===== src/rtl/fwd_hazard_ctrl.sv =====
// Operand-forwarding select and load-use hazard control for the 16-bit pipelined core.
// Tracks destination registers of the EX/MEM/WB instructions and registers ALU mux selects into EX.
module fwd_hazard_ctrl #(
    parameter int REG_AW  = 3,
    parameter int R0_ZERO = 1,
    parameter int CNT_W   = 16
) (
    input  logic              clk,
    input  logic              rst,
    input  logic              id_valid,
    input  logic [REG_AW-1:0] id_rs1,
    input  logic [REG_AW-1:0] id_rs2,
    input  logic              id_rs1_used,
    input  logic              id_rs2_used,
    input  logic [REG_AW-1:0] id_rd,
    input  logic              id_we,
    input  logic              id_is_load,
    input  logic              flush,
    output logic              stall,
    output logic [1:0]        fwd_sel1,
    output logic [1:0]        fwd_sel2,
    output logic              ex_valid,
    output logic [CNT_W-1:0]  stall_cycles
);

    localparam logic [1:0] SEL_RF  = 2'd0;
    localparam logic [1:0] SEL_MEM = 2'd1;
    localparam logic [1:0] SEL_WB  = 2'd2;

    // EX stage record
    logic              vld_p0;
    logic [REG_AW-1:0] rd_p0;
    logic              we_p0;
    logic              load_p0;

    // MEM stage record
    logic              vld_p1;
    logic [REG_AW-1:0] rd_p1;
    logic              we_p1;
    logic              load_p1;

    // WB stage record
    logic              vld_p2;
    logic [REG_AW-1:0] rd_p2;
    logic              we_p2;

    logic       hit_ex1, hit_ex2, hit_mem1, hit_mem2;
    logic       load_hit;
    logic       capture;
    logic [1:0] sel1_next, sel2_next;

    function automatic logic is_zero_reg(input logic [REG_AW-1:0] r);
        return (R0_ZERO != 0) && (r == '0);
    endfunction

    function automatic logic src_hit(input logic used, input logic vld, input logic we,
                                     input logic [REG_AW-1:0] rd, input logic [REG_AW-1:0] rs);
        return used && vld && we && (rd == rs) && !is_zero_reg(rs);
    endfunction

    // EX producer is younger, so it wins; a load in EX cannot forward and is handled by the stall.
    function automatic logic [1:0] pick_sel(input logic hit_ex, input logic ex_load, input logic hit_mem);
        if (hit_ex && !ex_load) return SEL_MEM;
        if (hit_mem)            return SEL_WB;
        return SEL_RF;
    endfunction

    function automatic logic [CNT_W-1:0] sat_inc(input logic [CNT_W-1:0] v);
        if (&v) return v;
        return v + {{(CNT_W-1){1'b0}}, 1'b1};
    endfunction

    always_comb begin
        hit_ex1   = src_hit(id_rs1_used, vld_p0, we_p0, rd_p0, id_rs1);
        hit_ex2   = src_hit(id_rs2_used, vld_p0, we_p0, rd_p0, id_rs2);
        hit_mem1  = src_hit(id_rs1_used, vld_p1, we_p1, rd_p1, id_rs1);
        hit_mem2  = src_hit(id_rs2_used, vld_p1, we_p1, rd_p1, id_rs2);
        load_hit  = (hit_ex1 || hit_ex2) && load_p0;
        stall     = id_valid && !flush && load_hit;
        capture   = id_valid && !flush && !load_hit;
        sel1_next = pick_sel(hit_ex1, load_p0, hit_mem1);
        sel2_next = pick_sel(hit_ex2, load_p0, hit_mem2);
    end

    // Decode -> EX capture; bubbles carry no write so they never match
    always_ff @(posedge clk or posedge rst) begin
        if (rst) begin
            vld_p0   <= 1'b0;
            rd_p0    <= '0;
            we_p0    <= 1'b0;
            load_p0  <= 1'b0;
            fwd_sel1 <= SEL_RF;
            fwd_sel2 <= SEL_RF;
        end else if (capture) begin
            vld_p0   <= 1'b1;
            rd_p0    <= id_rd;
            we_p0    <= id_we;
            load_p0  <= id_is_load;
            fwd_sel1 <= sel1_next;
            fwd_sel2 <= sel2_next;
        end else begin
            vld_p0   <= 1'b0;
            we_p0    <= 1'b0;
            load_p0  <= 1'b0;
            fwd_sel1 <= SEL_RF;
            fwd_sel2 <= SEL_RF;
        end
    end

    // EX -> MEM -> WB, never back-pressured
    always_ff @(posedge clk or posedge rst) begin
        if (rst) begin
            vld_p1  <= 1'b0;
            rd_p1   <= '0;
            we_p1   <= 1'b0;
            load_p1 <= 1'b0;
            vld_p2  <= 1'b0;
            rd_p2   <= '0;
            we_p2   <= 1'b0;
        end else begin
            vld_p1  <= vld_p0;
            rd_p1   <= rd_p0;
            we_p1   <= we_p0;
            load_p1 <= load_p0;
            vld_p2  <= vld_p1;
            rd_p2   <= rd_p1;
            we_p2   <= we_p1;
        end
    end

    always_ff @(posedge clk or posedge rst) begin
        if (rst) begin
            stall_cycles <= '0;
        end else if (stall) begin
            stall_cycles <= sat_inc(stall_cycles);
        end
    end

    assign ex_valid = vld_p0;

    // WB writes go through the register file, so the WB record and MEM load flag need no select logic.
    logic unused_wb;
    assign unused_wb = ^{vld_p2, rd_p2, we_p2, load_p1};

endmodule


===== config.mk =====
export PLATFORM = sky130hd
export DESIGN_NAME = fwd_hazard_ctrl
export DESIGN_NICKNAME = d
export VERILOG_FILES = /design/src/rtl/fwd_hazard_ctrl.sv
export SDC_FILE = /design/constraint.sdc
export NUM_CORES = 1
export LEC_CHECK = 0
export ABC_AREA = 1
export CAP_MARGIN = 20
export CORE_MARGIN = 4
export CORE_UTILIZATION = 53
export DETAILED_ROUTE_END_ITERATION = 16
export PLACE_DENSITY_LB_ADDON = 0.3
export SYNTH_ARGS = -nofsm -noshare
export SYNTH_HDL_FRONTEND = slang
export SYNTH_SLANG_ARGS = --single-unit
export TNS_END_PERCENT = 1

===== constraint.sdc =====
create_clock -name clk -period 3.6 [get_ports clk]
set_input_delay 0.9 -clock clk [delete_from_list [all_inputs] [get_ports clk]]
set_output_delay 0.9 -clock clk [all_outputs]
set_load 0.02 [all_outputs]

==> results.py <==
metrics = {
    "run_status": {
        "status": "finished, final reports clean",
    },
    "sta": {
        "hold_slack_ns": 0.410,
        "setup_tns_ns": 0,
        "fmax_mhz": 315,
        "setup_violations": 0,
        "finalCritPeriodShare_pct": 88.3,
        "worst_pin_slew_ns": 0.434,
        "relSlewSlack_pct": 71.0,
        "rsz0062_at_grt": "no",
        "finalHoldViolations": 0,
        "slew_violations": 0,
        "period_minus_slack_ns": 3.18,
        "clock_skew_ns": 0.00786,
    },
    "cells_and_area": {
        "drive_above_1_share_pct": 5.00,
        "final_common_cell": "nand2_1",
        "fillerInstances": 267,
        "layout_common_cells": "nand2_1 (93), clkdlybuf4s50_1 (37), dfrtp_1 (31)",
        "final_cell_area_um2": 2200,
        "antenna_cells": 0,
        "fin_cells": 324,
        "nNetsFinal": 297,
        "area_growth_pct": 29.0,
    },
    "drt": {
        "vias": 1568,
        "drt_iter0_drc": 127,
        "ant_nets": 0,
        "drc_errors": 0,
        "viasPerCell": 4.84,
        "drtPass1Iterations": 4,
        "avgRoutedWirePerCell_um": 11.3,
        "routed_wl_um": 3650,
    },
    "global_route": {
        "track_usage_pct": 20.2,
        "grt_antenna_before_repair": 0,
        "grt_max_degree": 32,
        "met2_usage_pct": 28.6,
        "use_met1_pct": 30.2,
        "grt_overflow": 0,
        "met3_usage_pct": 6.07,
        "grt_pass1_vias": 1452,
        "grt_most_used_layer": "met1",
        "grt_pass1_wl_um": 6530,
    },
    "worst_setup_path": {
        "worstPathMaxFanout": 3,
        "critPathLaunchType": "primary input",
        "required_ns": 2.70,
        "cp.arrival_ns": 2.28,
        "crit_type": "in -> out",
        "end_kind": "output pin",
    },
    "synth": {
        "synth_cell_types": 19,
        "synth_fp_nets": 251,
        "synthTopCellsByArea": "dfrtp_1 (45%), nand2_1 (20%), inv_1 (6.6%)",
        "synth_top_area_cell": "dfrtp_1",
        "synth_top_area_share_pct": 45.5,
        "syn_area_um2": 1710,
        "syn_avg_cell_area_um2": 7.32,
        "yosysWarnings": 0,
        "ys_ff_latch": 31,
        "ys_seq_area_share_pct": 45.5,
        "synth_cells": 233,
    },
    "die": {
        "core_area_um2": 3080,
        "die-height_um": 64.7,
        "num_rows": 20,
        "dieArea_um2": 4190,
        "io_pins": 39,
        "start_util_pct": 55.4,
        "die_x_um": 64.7,
    },
    "placement": {
        "place_inst": 316,
        "placedInstanceArea_um2": 2150,
        "io_buffers": 38,
        "place.gp.congestion": 0.883,
        "dp_hpwl_um": 2840,
    },
    "job": {
        "max-cap-violations": 0,
    },
    "cts": {
        "clk-insertion-delay-late_ns": 0.32,
        "h-tree-depth": 2,
        "cts_tree": "built",
        "ctsLongestPathBuffers": 2,
        "clk_pin_slew_ns": 0.09,
        "cts_made_buffers": 5,
        "post_cts_buffers": 0,
        "cts_sinks": 31,
        "clockRootBuffer": "clkbuf_4",
    },
    "power": {
        "powerDensity_nw_per_um2": 286,
        "total_power_w": 0.000629,
        "p_leak_nw": 1.11,
        "peakVddDrop_uv": 219,
    },
    "min_path": {
        "hp-class": "reg -> reg",
    },
}
==> repair_timing <==
action                                 CTS  global route
endpoints found under the hold margin    0             0
hold buffers                             0             0
setup endpoints to repair                0             1
resized for setup                        0             1
==> Yosys cell counts, drive strengths merged <==
cell type and n:
a21oi 3, buf 2, dfrtp 31, ha 1, inv 30, nand2 95, nand3 13, nand4 8
nor2 24, nor3 5, o211ai 4, o21ai 4, xnor2 9, xor2 4
==> logic make-up after synthesis <==
kind of cell / share of synthesized area, %
flops: 45.5
buf+inv: 7.55
fa+ha+maj: 0.733
xor+xnor: 6.67
simple gates: 35.8
compound gates: 3.81
==> through the flow <==
step / util (%) / worst slack (ns)
2_1_floorplan: - / 1.08
3_3_place_gp: 69.8 / 0.0616
3_5_place_dp: 69.8 / 0.0372
4_1_cts: 71.4 / 0.0366
5_1_grt: 71.5 / 0.281
6_report: 71.5 / 0.422
==> critical path, stage by stage <==
cell and delay (ns):
clkdlybuf4s50_1 0.50, inv_1 0.08, nand2_1 0.06, nand2_1 0.05, nor2_1 0.12, nand3_1 0.12
nand2_2 0.10, nand3_2 0.07, inv_1 0.07, dlymetal6s2s_1 0.22
==> path summary, 6_finish.rpt <==
| path | endpoint | slack (ns) | depth (start not counted) | startpoint |
|---|---|---|---|---|
| worst max-delay path | stall | 0.42 | 10 | id_rs1[2] |
| worst min-delay path | we_p1$_DFF_PP0_ | 0.41 | 0 | we_p0$_DFF_PP0_ |
| worst max register to register | stall_cycles[9]$_DFFE_PP0P_ | 1.74 | 7 | stall_cycles[0]$_DFFE_PP0P_ |
| worst min register to register | we_p1$_DFF_PP0_ | 0.41 | 0 | we_p0$_DFF_PP0_ |
| max in group asynchronous | rd_p1[1]$_DFF_PP0_ | 2.37 | 3 | rst |
| min in group asynchronous | stall_cycles[10]$_DFFE_PP0P_ | 0.96 | 3 | rst |
==> power breakdown <==
group	switching, W	internal [W]
sequential	0.0000122	0.000359
clock	0.000114	0.0000760
combinational	0.0000373	0.0000307
total	0.000163	0.000466
==> routing by layer <==
metal	vias up	part of all wire [%]
met2	45	41
met1	700	52
met4	0	0.99
li1	817	-
met5	-	0
met3	6	6.6
==> cell type report <==
cell class | instances | area [um2] | share of cell area, %
clock buffers | 7 | 45.0 | 2.05
inverters | 30 | 113 | 5.12
flip-flops and latches | 31 | 776 | 35.2
repair buffers | 41 | 405 | 18.4
well taps | 44 | 55.1 | 2.50
clock inverters | 1 | 5.00 | 0.227
multi-input cells | 170 | 802 | 36.4
==> state kept, by name, indices dropped and copies added, names as in the netlist <==
name          flops
rd_p1             3
rd_p0             3
we_p0             1
we_p1             1
stall_cycles     16
vld_p1            1
fwd_sel2          2
ex_valid          1
fwd_sel1          2
load_p0           1
Power figures use the tool's default switching activity.
